--- config.mk ---
export PLATFORM = sky130hd
export DESIGN_NAME = uart_receiver
export DESIGN_NICKNAME = d
export VERILOG_FILES = /design/src/rtl/uart_receiver_sync_2ff.sv /design/src/rtl/uart_receiver.sv
export SDC_FILE = /design/constraint.sdc
export NUM_CORES = 1
export LEC_CHECK = 0
export ABC_AREA = 1
export BUFFER_PORTS_ARGS = -buffer_cell sky130_fd_sc_hd__buf_2
export CAP_MARGIN = 40
export CORE_MARGIN = 4
export CORE_UTILIZATION = 40
export DETAILED_ROUTE_END_ITERATION = 8
export PLACE_DENSITY = 0.62
export SLEW_MARGIN = 20
export SYNTH_ARGS = -nofsm -noshare
export SYNTH_HDL_FRONTEND = slang
export SYNTH_SLANG_ARGS = --single-unit
--- constraint.sdc ---
create_clock -name clk -period 1.8 [get_ports clk]
set_clock_uncertainty 0.05 [all_clocks]
set_input_delay 0 -clock clk [delete_from_list [all_inputs] [get_ports clk]]
set_output_delay 0 -clock clk [all_outputs]
set_load 0.005 [all_outputs]
--- src/rtl/uart_receiver_sync_2ff.sv ---
// Two-flop synchronizer for one asynchronous bit into the clk domain.
// Latency: 2 falling clk edges from d to q.
// Backpressure: none; free-running sampler.
module sync_2ff #(
  parameter logic ResetValue = 1'b1
) (
  input  logic clk,
  input  logic rst,
  input  logic d,
  output logic q
);

  logic meta;

  // Two-stage capture on the falling edge; both stages reset to the line's idle value.
  always_ff @(negedge clk or posedge rst) begin
    if (rst) begin
      meta <= ResetValue;
      q    <= ResetValue;
    end else begin
      meta <= d;
      q    <= meta;
    end
  end

endmodule

--- src/rtl/uart_receiver.sv ---
// 8N1 UART receiver: samples each bit mid-period and presents the byte with a framing-error flag.
// Latency: dr rises 3 + BIT_TIME/2 + 9*BIT_TIME clocks after the start-bit falling edge on rx.
// Backpressure: go low acknowledges; frames arriving while a byte awaits acknowledge are dropped.
module uart_receiver #(
  parameter int ClockFrequencyHz = 66_000_000,
  parameter int BaudRate         = 9600
) (
  input  logic       clk,
  input  logic       rst,
  input  logic       rx,
  input  logic       go,
  output logic [7:0] data,
  output logic       dr,
  output logic       ferr
);

  localparam int BitTime = ClockFrequencyHz / BaudRate;
  localparam int CntW    = $clog2(BitTime);

  // Half a bit from the detected edge lands the start-bit sample near its centre;
  // every later sample is one full bit after the previous one.
  localparam logic [CntW-1:0] HalfLoad = CntW'(BitTime / 2 - 1);
  localparam logic [CntW-1:0] FullLoad = CntW'(BitTime - 1);

  localparam logic [2:0] StIdle       = 3'd0;
  localparam logic [2:0] StStartBit   = 3'd1;
  localparam logic [2:0] StDataBits   = 3'd2;
  localparam logic [2:0] StStopBit    = 3'd3;
  localparam logic [2:0] StWaitForGoLow = 3'd4;

  logic            rx_s;
  logic            rx_d;
  logic [2:0]      state;
  logic [CntW-1:0] cnt;
  logic [2:0]      idx;

  sync_2ff #(
    .ResetValue(1'b1)
  ) u_sync (
    .clk (clk),
    .rst (rst),
    .d   (rx),
    .q   (rx_s)
  );

  // One-cycle delayed copy of the synchronized line for falling-edge detection.
  always_ff @(negedge clk or posedge rst) begin
    if (rst) begin
      rx_d <= 1'b1;
    end else begin
      rx_d <= rx_s;
    end
  end

  // Frame state machine: start qualification, bit sampling, stop check, acknowledge handshake.
  always_ff @(negedge clk or posedge rst) begin
    if (rst) begin
      state <= StIdle;
      cnt   <= '0;
      idx   <= '0;
      data  <= '0;
      dr    <= 1'b0;
      ferr  <= 1'b0;
    end else begin
      case (state)
        StIdle: begin
          // Requiring rx_d high keeps a held-low (break) line from retriggering.
          if (go && rx_d && !rx_s) begin
            cnt   <= HalfLoad;
            state <= StStartBit;
          end
        end

        StStartBit: begin
          if (cnt == '0) begin
            if (!rx_s) begin
              cnt   <= FullLoad;
              idx   <= '0;
              state <= StDataBits;
            end else begin
              // Glitch shorter than half a bit: not a real start bit.
              state <= StIdle;
            end
          end else begin
            cnt <= cnt - CntW'(1);
          end
        end

        StDataBits: begin
          if (cnt == '0) begin
            data[idx] <= rx_s;
            cnt       <= FullLoad;
            idx       <= idx + 3'd1;
            if (idx == 3'd7) begin
              state <= StStopBit;
            end
          end else begin
            cnt <= cnt - CntW'(1);
          end
        end

        StStopBit: begin
          if (cnt == '0) begin
            dr    <= 1'b1;
            ferr  <= ~rx_s;
            state <= StWaitForGoLow;
          end else begin
            cnt <= cnt - CntW'(1);
          end
        end

        StWaitForGoLow: begin
          // Line activity here is ignored; data holds until the next frame writes bit 0.
          if (!go) begin
            dr    <= 1'b0;
            ferr  <= 1'b0;
            state <= StIdle;
          end
        end

        default: begin
          state <= StIdle;
        end
      endcase
    end
  end

endmodule

Yosys cells after proc, flatten, opt, wreduce, memory -nomap -nowiden
Index checks and enable logic that the tools add are counted.
{ "op_classes": {"add_sub_neg": 2, "multipliers": 0, "div_mod_pow": 0, "magnitude_cmp": 2, "eq_ne": 14, "n_shift": 0, "muxes": 26, "bitwise": 1, "reduce_logical": 14} }
{ "ops": {"columns": ["op", "count"], "rows": [
  ["13-bit two-way mux", 5],
  ["13-bit one-hot mux with 4 select lines", 1],
  ["3-bit two-way mux", 9],
  ["2-bit inequality test (second input constant)", 8],
  ["3-bit one-hot mux with 5 select lines", 1],
  ["13-bit zero test", 1],
  ["13-bit by 1-bit subtractor with 13-bit output (second input constant)", 1],
  ["8-bit bitwise mux", 1],
  ["4-bit AND reduction", 2],
  ["3-bit by 2-bit equality test with 1-bit output (second input constant)", 2],
  ["3-bit equality test (second input constant)", 2],
  ["3-bit one-hot mux with 2 select lines", 1],
  ["6-bit AND reduction", 1],
  ["3-bit by 4-bit less-than comparator with 1-bit output (second input constant)", 1],
  ["1-bit two-way mux", 4],
  ["1-bit one-hot mux with 2 select lines", 2],
  ["2-bit nonzero test", 2],
  ["4-bit nonzero test", 1],
  ["3-bit by 1-bit adder with 3-bit output (second input constant)", 1],
  ["1-bit demux with 3-bit select", 1],
  ["3-bit by 1-bit equality test with 1-bit output (second input constant)", 1],
  ["3-bit by 1-bit >= comparator with 1-bit output (second input constant)", 1],
  ["1-bit logical AND", 3],
  ["3-bit zero test", 1],
  ["other kinds (6)", 6]
]} }
{ "totals": {"reg_bits": 32, "latchBits": 0, "ram_bits": 0, "rom_bits": 0, "in_bits": 4, "out_inout_bits": 10, "elab_cells": 68, "memories": 0} }

Logic depth before layout (Yosys ltp)
{ "depth": {"ltp_word": 5, "mapped_depth": 11, "ltp_nobuf": 11} }

Hierarchy
A second synthesis with hierarchy kept.
{ "hier_totals": {"cells_unflattened": 250, "area_unflattened_um2": 1831.8} }
{ "modules_own_cells": {"columns": ["module", "instances", "cells_per_inst", "area_per_inst_um2", "seq_area_each_um2"], "rows": [
  ["uart_receiver", 1, 246, 1771.7, 752.0],
  ["sync_2ff", 1, 4, 60.1, 52.6]
]} }

==> metrics.md <==
| Metric | Value |
|---|---|
| CP cell instances | `buf_2` |
| Element type at the critical path end | `primary output` |
| YS warnings | `0` |
| Largest family of logic cells by synthesized area | `simple AND/OR/NAND/NOR gates` |
| CP Data Arrival Time | `1730 ps` |
| Routed Antenna Nets | `0` |
| Reg2Reg Setup Slack | `120 ps` |
| Top cell type's share of synthesized area | `38.6%` |
| Int Power | `1.81 mW` |
| Reg power frac | `35.6%` |
| First-pass GRT wire length | `7220 µm` |
| Initial antenna violation count | `0` |
| Commonest cells post-synth | `nand2_1 (89), inv_1 (37), nand3_1 (32)` |
| Reg2Reg Capture Point | `state[1]$_DFFE_NP0P_` |
| Longest Clk Path Bufs | `2` |
| Port Buf Inserts | `13` |
| Post-synthesis xor/xnor area fraction | `0.466%` |
| Count of cell types in the netlist | `22` |
| Initial core utilization | `42.3%` |
| Vias in the first global route | `1602` |
| Syn avg cell area | `7.04 µm²` |
| Slew Limit Fails | `0` |
| Run status | `finished clean` |
| Die Y | `76.5 µm` |
| Worst Hold Class | `flip-flop to flip-flop` |
| Worst R2R Start | `cnt[6]$_DFFE_NP0P_` |
| H-tree depth | `2` |
| Switching Share | `39.6%` |
| Die Area | `5860 µm²` |
| Crit path depth | `1` |
| Die W | `76.5 µm` |
| DRC | `0` |
| Dpl hpwl | `2970 µm` |
| Ys flop type | `dfrtn_1` |
| Post-synth EDFFs | `0` |
| Boundary Pins | `14` |
| TritonRoute pass-1 iters | `4` |
| Syn Nets | `275` |
| Placer's final routability congestion estimate | `0.826` |
| Fraction of registers with async set/reset | `100%` |
| Synth Area in Simple Gates | `38.1%` |
| Later-pin clock latency in the skew report | `340 ps` |
| Leak | `1.21 nW` |
| Storage element area | `805 µm²` |
| Post-route setup slack | `24.6 ps` |
| Post-CTS Hold Buffers | `0` |
| Hold violation total from the final report | `0` |
| Final nets | `306` |
| Slowest cell on the critical path | `dfrtn_1` |
| Clock Sink Count | `32` |
| Crit Path Class | `flip-flop to primary output` |
| Vias per cell | `4.81` |
| Combinational Power Share | `38.1%` |
| Slew headroom | `77.1%` |
| Synth Cell Area | `1880 µm²` |
| Worst setup SP type | `flip-flop` |
| WP buf/inv | `1` |
| Largest net degree at the start of global routing | `33` |
| Total CTS buffers | `5` |
| Maximum vdd drop | `0.721 mV` |
| Worst EP required | `1750 ps` |
| Post-synth top area cell | `dfrtn_1` |
| Crit-path max FO | `2` |
| Power density cells | `1330 nW/µm²` |
| Worst Setup EP | `ferr` |
| WL per Instance | `11.6 µm` |
| Compound-cell area share of the yosys netlist | `7.26%` |
| Total Routed Length | `4060 µm` |
| # fillers | `452` |
| Worst hold slack | `308 ps` |
| Top delay family on crit path | `flip-flops` |
| Adder-Cell Fraction of Synth Area | `2.66%` |
| Clock Power Share | `26.4%` |
| Max-Cap Viols | `0` |
| Gate Count Post-Synth | `267` |
| Layout cells sized above 1 | `18.1%` |
| Place WS | `-183 ps` |
| Count leader, synth | `nand2_1` |
| Top post-synthesis cells by area | `dfrtn_1 (39%), nand2_1 (18%), nand3_1 (8.5%)` |
| Row Count | `24` |
| Area grow syn2layout | `19.7%` |
| Sequential area share after synthesis | `42.8%` |
| Worst Tran Pin Value | `343 ps` |
| CP Launch Point | `ferr$_DFFE_NP0P_` |
| CTS tree | `built` |
| Switching pwr | `1.18 mW` |
| Area of the core | `4440 µm²` |
| Ant diodes | `0` |
| RSZ-0062 raised after global routing | `true` |
| Drt initial violations | `113` |
| All-Layer GR Usage | `15.2%` |
| Delay of the slowest critical-path stage | `420 ps` |
| Post-synthesis mux area share | `0%` |
| Footprint of the multi-input gates | `940 µm²` |
| Via count | `1688` |
| Flops & latches, synth | `32` |
| Placement Cell Area | `2060 µm²` |
| GR Overflow Total | `0` |
| Cell count of the worst reg-to-reg path | `8` |
| CTS clk-pin slew, worst paths | `50 ps` |
| Clock root buffer | `clkbuf_8` |
| Design area | `2250 µm²` |
| Number of setup violations in the final report | `0` |
area by class of cell:
type | count | share of cell area, %
Clock buffer | 7 | 4.28
Sequential cell | 32 | 35.8
Timing Repair Buffer | 24 | 7.12
Inverter | 38 | 6.34
Multi-Input combinational cell | 194 | 41.8
Clock inverter | 4 | 1.84
Tap cell | 52 | 2.89
worst min-delay path by stage:
stage | from | to | slack, ps | cells past startpoint
6_report | u_sync.meta$_DFF_NP1_ | u_sync.q$_DFF_NP1_ | 310 | 0
5_1_grt | u_sync.meta$_DFF_NP1_ | u_sync.q$_DFF_NP1_ | 300 | 0
4_1_cts | u_sync.meta$_DFF_NP1_ | u_sync.q$_DFF_NP1_ | 310 | 0
3_5_place_dp | u_sync.meta$_DFF_NP1_ | u_sync.q$_DFF_NP1_ | 300 | 0
3_3_place_gp | u_sync.meta$_DFF_NP1_ | u_sync.q$_DFF_NP1_ | 300 | 0
2_1_floorplan | u_sync.meta$_DFF_NP1_ | u_sync.q$_DFF_NP1_ | 300 | 0
state kept, by name, summed over array words and instances (netlist names):
signal / flops
rx_d: 1
u_sync.q: 1
state: 3
idx: 3
cnt: 13
data: 8
u_sync.meta: 1
ferr: 1
dr: 1
routing by layer:
| layer | vias up | GRT usage (%) | part of all wire (%) |
|---|---|---|---|
| li1 | 899 | - | - |
| met1 | 750 | 19.6 | 49 |
| met5 | - | 0 | 0 |
| met4 | 0 | 7.07 | 2.3 |
| met3 | 9 | 3.55 | 4.1 |
| met2 | 30 | 23.9 | 45 |
cells in the final DEF, fill, tap and decap left out:
cell type	synthesis	layout
nand2_1	89	89
nand3_4	0	1
nand3_1	32	30
bufinv_16	0	1
o21ai_0	12	12
nor2_2	3	4
dfrtn_1	29	29
xor2_1	1	1
nand3_2	3	4
o21ai_1	9	9
inv_2	2	2
nor2_1	28	26
a21oi_1	3	3
buf_4	0	10
nand4_1	1	1
nor3_1	1	1
clkbuf_8	0	7
o31ai_1	1	1
dfstp_2	3	3
buf_12	0	1
a21oi_2	1	1
buf_2	1	13
nand2_2	2	2
inv_1	37	39
ha_1	4	4
nor2_4	4	5
timing repair:
action                                  4_1_cts  5_1_grt
buffers inserted                              0        4
resized for setup                             0        6
endpoints found under the setup margin        0       23
per-stage QoR:
| step | cells | setup TNS [ps] | util [%] | power, mW |
|---|---|---|---|---|
| finish | 351 | 0 | 50.6 | 2.99 |
| global route | 351 | -31.3 | 50.6 | 3.25 |
| CTS | 347 | 0 | 49.3 | 2.98 |
| detailed placement | 337 | -1530 | 46.3 | 2.19 |
| global placement | 337 | -1420 | 46.3 | 2.17 |
| floorplan | 267 | 0 | - | 1.90 |
cells by family (layout without fill, tap and decap cells):
kind of cell / after synthesis / after routing
fa+ha+maj: 4 / 4
flops: 32 / 32
simple gates: 163 / 163
compound gates: 26 / 26
xor+xnor: 1 / 1
buf+inv: 41 / 73
power groups by stage:
stage / clock (mW) / sequential (mW) / combinational [mW]
2_1_floorplan: 0.0139 / 1.04 / 0.853
3_3_place_gp: 0.0139 / 1.07 / 1.08
3_5_place_dp: 0.0139 / 1.07 / 1.10
4_1_cts: 0.816 / 1.06 / 1.11
5_1_grt: 0.855 / 1.09 / 1.31
6_report: 0.789 / 1.06 / 1.14
Power figures use the tool's default switching activity.
